==> src/rtl/alu_issue_stage.sv <==
// rtl/alu_issue_stage.sv - ALU issue stage: operand drive, busy hold, writeback handshake.
// Optional ISSUE_FASTPATH_EN: single-cycle ops capture in EXEC and skip WAIT.
module alu_issue_stage #(
  parameter int XLEN     = 32,
  parameter int REGW     = 5,
  parameter int MAX_WAIT = 64
) (
  input  logic            i_clk_n,
  input  logic            i_rst,
  input  logic            i_valid,
  output logic            o_ready,
  input  logic [XLEN-1:0] i_rs1,
  input  logic [XLEN-1:0] i_rs2,
  input  logic [XLEN-1:0] i_imm,
  input  logic            i_use_imm,
  input  logic [2:0]      i_funct3,
  input  logic [6:0]      i_funct7,
  input  logic [REGW-1:0] i_rd,
  output logic [XLEN-1:0] o_alu_a,
  output logic [XLEN-1:0] o_alu_b,
  output logic [2:0]      o_alu_funct3,
  output logic [6:0]      o_alu_funct7,
  output logic            o_alu_en,
  output logic            o_alu_imm,
  input  logic            i_alu_busy,
  input  logic [XLEN-1:0] i_alu_out,
  output logic            o_wb_valid,
  input  logic            i_wb_ready,
  output logic [REGW-1:0] o_wb_rd,
  output logic [XLEN-1:0] o_wb_data,
  output logic            o_timeout
);

  localparam int CW = $clog2(MAX_WAIT);

  typedef enum logic [1:0] {S_IDLE, S_EXEC, S_WAIT, S_OUT} state_t;

  state_t          state_q;
  logic [XLEN-1:0] a_q, b_q, wb_data_q;
  logic [2:0]      f3_q;
  logic [6:0]      f7_q;
  logic            imm_q;
  logic [REGW-1:0] rd_q, wb_rd_q;
  logic            alu_en_q, wb_valid_q, timeout_q;
  logic [CW-1:0]   wait_cnt_q;
  logic            ready, accept;

  // A busy alu (possibly left over from an op killed by reset) blocks any new accept.
  assign ready  = !i_rst && !i_alu_busy &&
                  ((state_q == S_IDLE) || ((state_q == S_OUT) && i_wb_ready));
  assign accept = i_valid && ready;

`ifdef ISSUE_FASTPATH_EN
  logic multi_cycle;
  assign multi_cycle = (f3_q == 3'b001) || (f3_q == 3'b101) ||
                       ((f7_q == 7'b0000001) && !imm_q);
`endif

  always_ff @(posedge i_clk_n or posedge i_rst) begin
    if (i_rst) begin
      state_q    <= S_IDLE;
      a_q        <= '0;
      b_q        <= '0;
      f3_q       <= '0;
      f7_q       <= '0;
      imm_q      <= 1'b0;
      rd_q       <= '0;
      alu_en_q   <= 1'b0;
      wb_valid_q <= 1'b0;
      wb_rd_q    <= '0;
      wb_data_q  <= '0;
      timeout_q  <= 1'b0;
      wait_cnt_q <= '0;
    end else if (accept) begin
      a_q        <= i_rs1;
      b_q        <= i_use_imm ? i_imm : i_rs2;
      f3_q       <= i_funct3;
      f7_q       <= i_funct7;
      imm_q      <= i_use_imm;
      rd_q       <= i_rd;
      alu_en_q   <= 1'b1;
      wb_valid_q <= 1'b0;
      wait_cnt_q <= '0;
      state_q    <= S_EXEC;
    end else begin
      case (state_q)
        S_EXEC: begin
`ifdef ISSUE_FASTPATH_EN
          if (!multi_cycle) begin
            wb_data_q  <= i_alu_out;
            wb_rd_q    <= rd_q;
            wb_valid_q <= 1'b1;
            alu_en_q   <= 1'b0;
            state_q    <= S_OUT;
          end else begin
            state_q <= S_WAIT;
          end
`else
          state_q <= S_WAIT;
`endif
        end
        S_WAIT: begin
          if (!i_alu_busy) begin
            wb_data_q  <= i_alu_out;
            wb_rd_q    <= rd_q;
            wb_valid_q <= 1'b1;
            alu_en_q   <= 1'b0;
            state_q    <= S_OUT;
          end else if (wait_cnt_q == CW'(MAX_WAIT - 1)) begin
            timeout_q <= 1'b1;
          end else begin
            wait_cnt_q <= wait_cnt_q + CW'(1);
          end
        end
        S_OUT: begin
          if (i_wb_ready) begin
            wb_valid_q <= 1'b0;
            state_q    <= S_IDLE;
          end
        end
        default: state_q <= S_IDLE;
      endcase
    end
  end

  assign o_ready      = ready;
  assign o_alu_a      = a_q;
  assign o_alu_b      = b_q;
  assign o_alu_funct3 = f3_q;
  assign o_alu_funct7 = f7_q;
  assign o_alu_imm    = imm_q;
  assign o_alu_en     = alu_en_q;
  assign o_wb_valid   = wb_valid_q;
  assign o_wb_rd      = wb_rd_q;
  assign o_wb_data    = wb_data_q;
  assign o_timeout    = timeout_q;

endmodule

==> config.mk <==
export PLATFORM = sky130hd
export DESIGN_NAME = alu_issue_stage
export DESIGN_NICKNAME = d
export VERILOG_FILES = /design/src/rtl/alu_issue_stage.sv
export SDC_FILE = /design/constraint.sdc
export NUM_CORES = 1
export LEC_CHECK = 0
export CORE_MARGIN = 5
export CORE_UTILIZATION = 41
export DETAILED_ROUTE_END_ITERATION = 8
export GPL_TIMING_DRIVEN = 0
export PLACE_DENSITY = 0.84
export SYNTH_ARGS = -nofsm -noshare
export SYNTH_HDL_FRONTEND = slang
export SYNTH_SLANG_ARGS = --single-unit
==> constraint.sdc <==
create_clock -name i_clk_n -period 5.68 [get_ports i_clk_n]
set_clock_uncertainty 0.2 [all_clocks]
set_input_delay 0.568 -clock i_clk_n [delete_from_list [all_inputs] [get_ports i_clk_n]]
set_output_delay 0.568 -clock i_clk_n [all_outputs]
set_load 0.01 [all_outputs]
# [After elaboration in Yosys (flattened, before gate mapping)]
# Cells that the tools add are included.
[totals] reg_bits=128 inputBits=149 out_inout_bits=116 word_cells=57
[op_classes] addsub=1 eq_ne=8 mux=16 n_bitwise=2 reduce_logical=17
[ops] cell="two-way mux 32 bit" count=1
[ops] cell="two-way mux 6 bit" count=4
[ops] cell="AND reduction 3 bit" count=3
[ops] cell="adder 6 x 1 -> 6 bit, second input constant" count=1
[ops] cell="== test 6 bit, second input constant" count=1
[ops] cell="two-way mux 1 bit" count=6
[ops] cell="two-way mux 2 bit" count=3
[ops] cell="!= test 3 bit, second input constant" count=2
[ops] cell="one-hot mux 2 bit (3 select lines)" count=1
[ops] cell="== test 2 bit, second input constant" count=2
[ops] cell="logical AND 1 bit" count=4
[ops] cell="AND reduction 2 bit" count=2
[ops] cell="AND reduction 4 bit" count=1
[ops] cell="nonzero test 2 bit" count=2
[ops] cell="nonzero test 3 bit" count=1
[ops] cell="== test 2 x 1 -> 1 bit, second input constant" count=1
[ops] cell="logical NOT 1 bit" count=2
[ops] cell="logical NOT 2 bit" count=1
[ops] cell="!= test 2 x 1 -> 1 bit, second input constant" count=1
[ops] cell="!= test 2 bit, second input constant" count=1
[ops] cell="inverter 1 bit" count=2
[ops] cell="one-hot mux 1 bit (2 select lines)" count=1
[ops] cell="logical OR 1 bit" count=1

# [Depth between registers and ports, before layout]
[depth] word_depth=7 depth_mapped=7 depth_no_buf=5

# [Worst setup path after synthesis]
# OpenSTA, ideal clock, no wires.
[synth_timing] path_type="flip-flop to output port" from="register state_q[0]" to="output port o_ready" t_arrival_ps=1455 required_ps=4912 slack_ps=3457 path_stages_with_launch=6 path_buffers=2 cell_sequence="dfrtp_1 -> ha_1 -> a21oi_2 -> clkbuf_1 -> clkbuf_1 -> nor3_1"
[synth_between] elab_chain_cells=4 word_cells_on_any_way=5 cone_classes="eq/ne: 1; reduce/logical: 4"
[synth_lines] item="from (decl)" line="38" rtl="state_t state_q;"
[synth_lines] item="from (signal assigned)" line="61" rtl="state_q <= S_IDLE;"
[synth_lines] item="from (signal assigned)" line="84" rtl="state_q <= S_EXEC;"
[synth_lines] item="from (signal assigned)" line="99" rtl="state_q <= S_WAIT;"
[synth_lines] item="== test 2 bit" line="50" rtl="((state_q == S_IDLE) || ((state_q == S_OUT) && i_wb_ready));"
[synth_lines] item="logical AND 1 bit" line="50"
[synth_lines] item="logical OR 1 bit (*)" line="50"
[synth_lines] item="logical AND 1 bit (*)" line="49" rtl="assign ready = !i_rst && !i_alu_busy &&"
[synth_lines] item="to (decl)" line="11" rtl="output logic o_ready,"
# Every way passes the cells marked *; elsewhere a longest branch is shown, timed or not.

# [Final worst setup path]
# Ends and elaborated chain as after synthesis.

==> flow_summary.ini <==
[status]
outcome = finished clean

[routing]
drc_errors = 0
drt_first_pass_iters = 4
drtIter0Drc = 199
vias = 4342
postRouteAntennaNets = 0
wirelength_um = 16140
wl_per_cell_um = 18.86
via_per_inst = 5.072

[grt]
antenna_found_initial = 0
grt_remaining_overflow = 0
grt_max_degree = 88
grt_pass1_wl_um = 25650
grt_usage_pct = 20.92
first_global_vias = 4813

[power]
p_leak_nw = 3.814
swShare_pct = 29.24
pwr-share-clk_pct = 26.4
p_per_area_mw_per_mm2 = 537.7
intPower_w = 0.003403
max-vdd-ir-drop_uv = 221.9
pwr-share-seq_pct = 33.2
switching_power_w = 0.001406
p_comb_share_pct = 40.4

[critical_path]
crit_type = reg2out
r2r_slack_ns = 3.40
crit_path_cell_trace = ha_1 -> a21oi_2 -> clkbuf_1 -> clkbuf_1 -> nor3_1 -> clkdlybuf4s50_1
cp.required_ns = 4.91
cp_slowest_cell = clkdlybuf4s50_1
crit_path_end_kind = output port
critPathMaxFanout = 10
cp_common_cell = clkbuf_1
startpoint_type = flip-flop
cp.arrival_ns = 2.69
critPathMaxStageDelay_ns = 0.49
ff2ff_path_depth = 6

[timing]
finalHoldViolCount = 0
max_freq_mhz = 289.2
slew_headroom_pct = 50.25
layout_min_cycle_time_ns = 3.458
fin_crit_sh_pct = 60.87
setup_viol = 0
timing.hold.ws_ns = 0.2828
slew_viol_final = 0
fin_setup_tns_ns = 0
tightest_slew_ns = 0.7462
rsz0062_at_grt = no

[synth]
synth_area_leaders = dfrtp_1, mux2_2, mux2i_1
synth-async-reset-ratio_pct = 100.0
synth_common_cells = dfrtp_1, mux2_2, o21ai_0
synth_top_area_cell = dfrtp_1
ys_seq_area_share_pct = 59.69
ys_ff_latch = 128
syn_nets = 541
syn_avg_cell_area_um2 = 13.83
netlist_area_mm2 = 0.005366
yosys_most_used_dff = dfrtp_1
yosysWarnings = 0
ys_types = 37
syn-instance-count = 388
synth_edf_count = 0
synth_top_area_share_pct = 59.69
yosysMostFrequentCell = dfrtp_1

[cts]
cts_tree = yes
cts_resized = 0
numCtsBuffers = 17
cts_buffer_depth = 2
postCtsSetupBuffers = 0
insertion_delay_ns = 0.41
clk_pin_slew_ns = 0.06
ctsRootBufferMaster = clkbuf_16
ctsHtreeMaxLevel = 4
cts_hold_buf = 0
cts_sinks = 128

[worst_hold_path]
hold_depth = 2
worstHoldPathType = reg2reg

[layout]
nFillCells = 912
drive_gt1_share_pct = 19.74
final_area_mm2 = 0.008945
layout.nets = 824
finalNonFillerCells = 856
syn_to_final_growth_pct = 66.68
antenna_cells = 0

[floorplan]
num_rows = 41
core_region_area_mm2 = 0.01272
io_pins = 265
dieArea_mm2 = 0.01548
die_y_um = 124.4
initial_core_util_pct = 42.18
die_w_um = 124.4

[placed_design]
place_area_mm2 = 0.008247
gp_congestion = 0.8096
place_inst = 824
dp_hpwl_um = 12370
portBuffers = 263

[run]
drv_cap = 0
path summary, 6_finish.rpt:
check                           start              end
max in group asynchronous       i_rst  o_alu_funct7[3]
min                          o_alu_en         o_alu_en
min in group asynchronous       i_rst         o_alu_en
max                        state_q[0]          o_ready
max reg2reg                state_q[0]       o_alu_b[3]
min reg2reg                  o_alu_en         o_alu_en
stage by stage:
stage / util (%) / total power, W / setup WS [ns]
floorplan: - / 0.002403 / 1.499
detailed placement: 64.82 / 0.003565 / 2.246
CTS: 70.31 / 0.004857 / 2.187
global placement: 64.57 / 0.003469 / -0.2297
global route: 70.31 / 0.005050 / 2.031
finish: 70.31 / 0.004809 / 2.222
cell usage in the layout, fill, tap and decap left out, types with 6 or more instances in the layout:
cell type,netlist,final
clkdlybuf4s50_1,0,263
dfrtp_1,128,128
mux2_2,83,83
o21ai_0,38,38
mux2i_1,36,36
o21ai_1,32,32
clkbuf_16,0,17
clkbuf_1,10,11
nand2_1,6,6
bufinv_16,0,6
cells by family (layout without fill, tap and decap cells):
family	after synthesis	after routing	share of synthesized area [%]
compound gates	83	83	8.510
fa+ha+maj	4	4	0.9327
buf+inv	31	327	3.870
flops	128	128	59.69
mux	122	122	24.83
simple gates	20	20	2.168
registers in the layout, indices dropped and copies added (netlist names):
register / count
rd_q: 5
o_alu_funct3: 3
o_alu_funct7: 7
o_alu_b: 32
o_wb_valid: 1
o_wb_data: 32
o_wb_rd: 5
wait_cnt_q: 6
o_timeout: 1
o_alu_en: 1
state_q: 2
o_alu_a: 32
o_alu_imm: 1
final cells by class:
cell class | count | area, um^2 | share of cell area, %
Clock buffer | 23 | 498.0 | 5.567
Buffer | 26 | 188.9 | 2.112
Inverter | 5 | 23.77 | 0.2658
Tap cell | 172 | 215.2 | 2.406
Clock inverter | 9 | 200.2 | 2.238
Timing Repair Buffer | 264 | 2660 | 29.74
Sequential cell | 128 | 3203 | 35.81
Multi-Input combinational cell | 229 | 1956 | 21.86
worst max-delay path: cells and delay by family, from the launching register on:
family	cells	cell delay [ns]
AO/OA/AOI/OAI	1	0.31
adder cells (fa/ha/maj)	1	0.26
flip-flops	1	0.40
buffers and inverters	3	1.22
AND/OR/NAND/NOR	1	0.08
routing by layer:
layer	part of all wire [%]	up-vias	track usage (%)
met1	38	2151	22.69
met2	52	209	37.37
met3	8.0	26	7.547
met4	2.3	0	7.672
li1	-	1956	-
met5	0	-	0
power groups by stage:
stage	Combinational [W]	Clock [W]	Sequential, W
after floorplan	0.000640	0	0.00176
after global placement	0.00190	0	0.00157
after detailed placement	0.00196	0	0.00161
after CTS	0.00197	0.00129	0.00160
after global routing	0.00207	0.00133	0.00165
final	0.00194	0.00127	0.00160
Power figures use the tool's default switching activity.
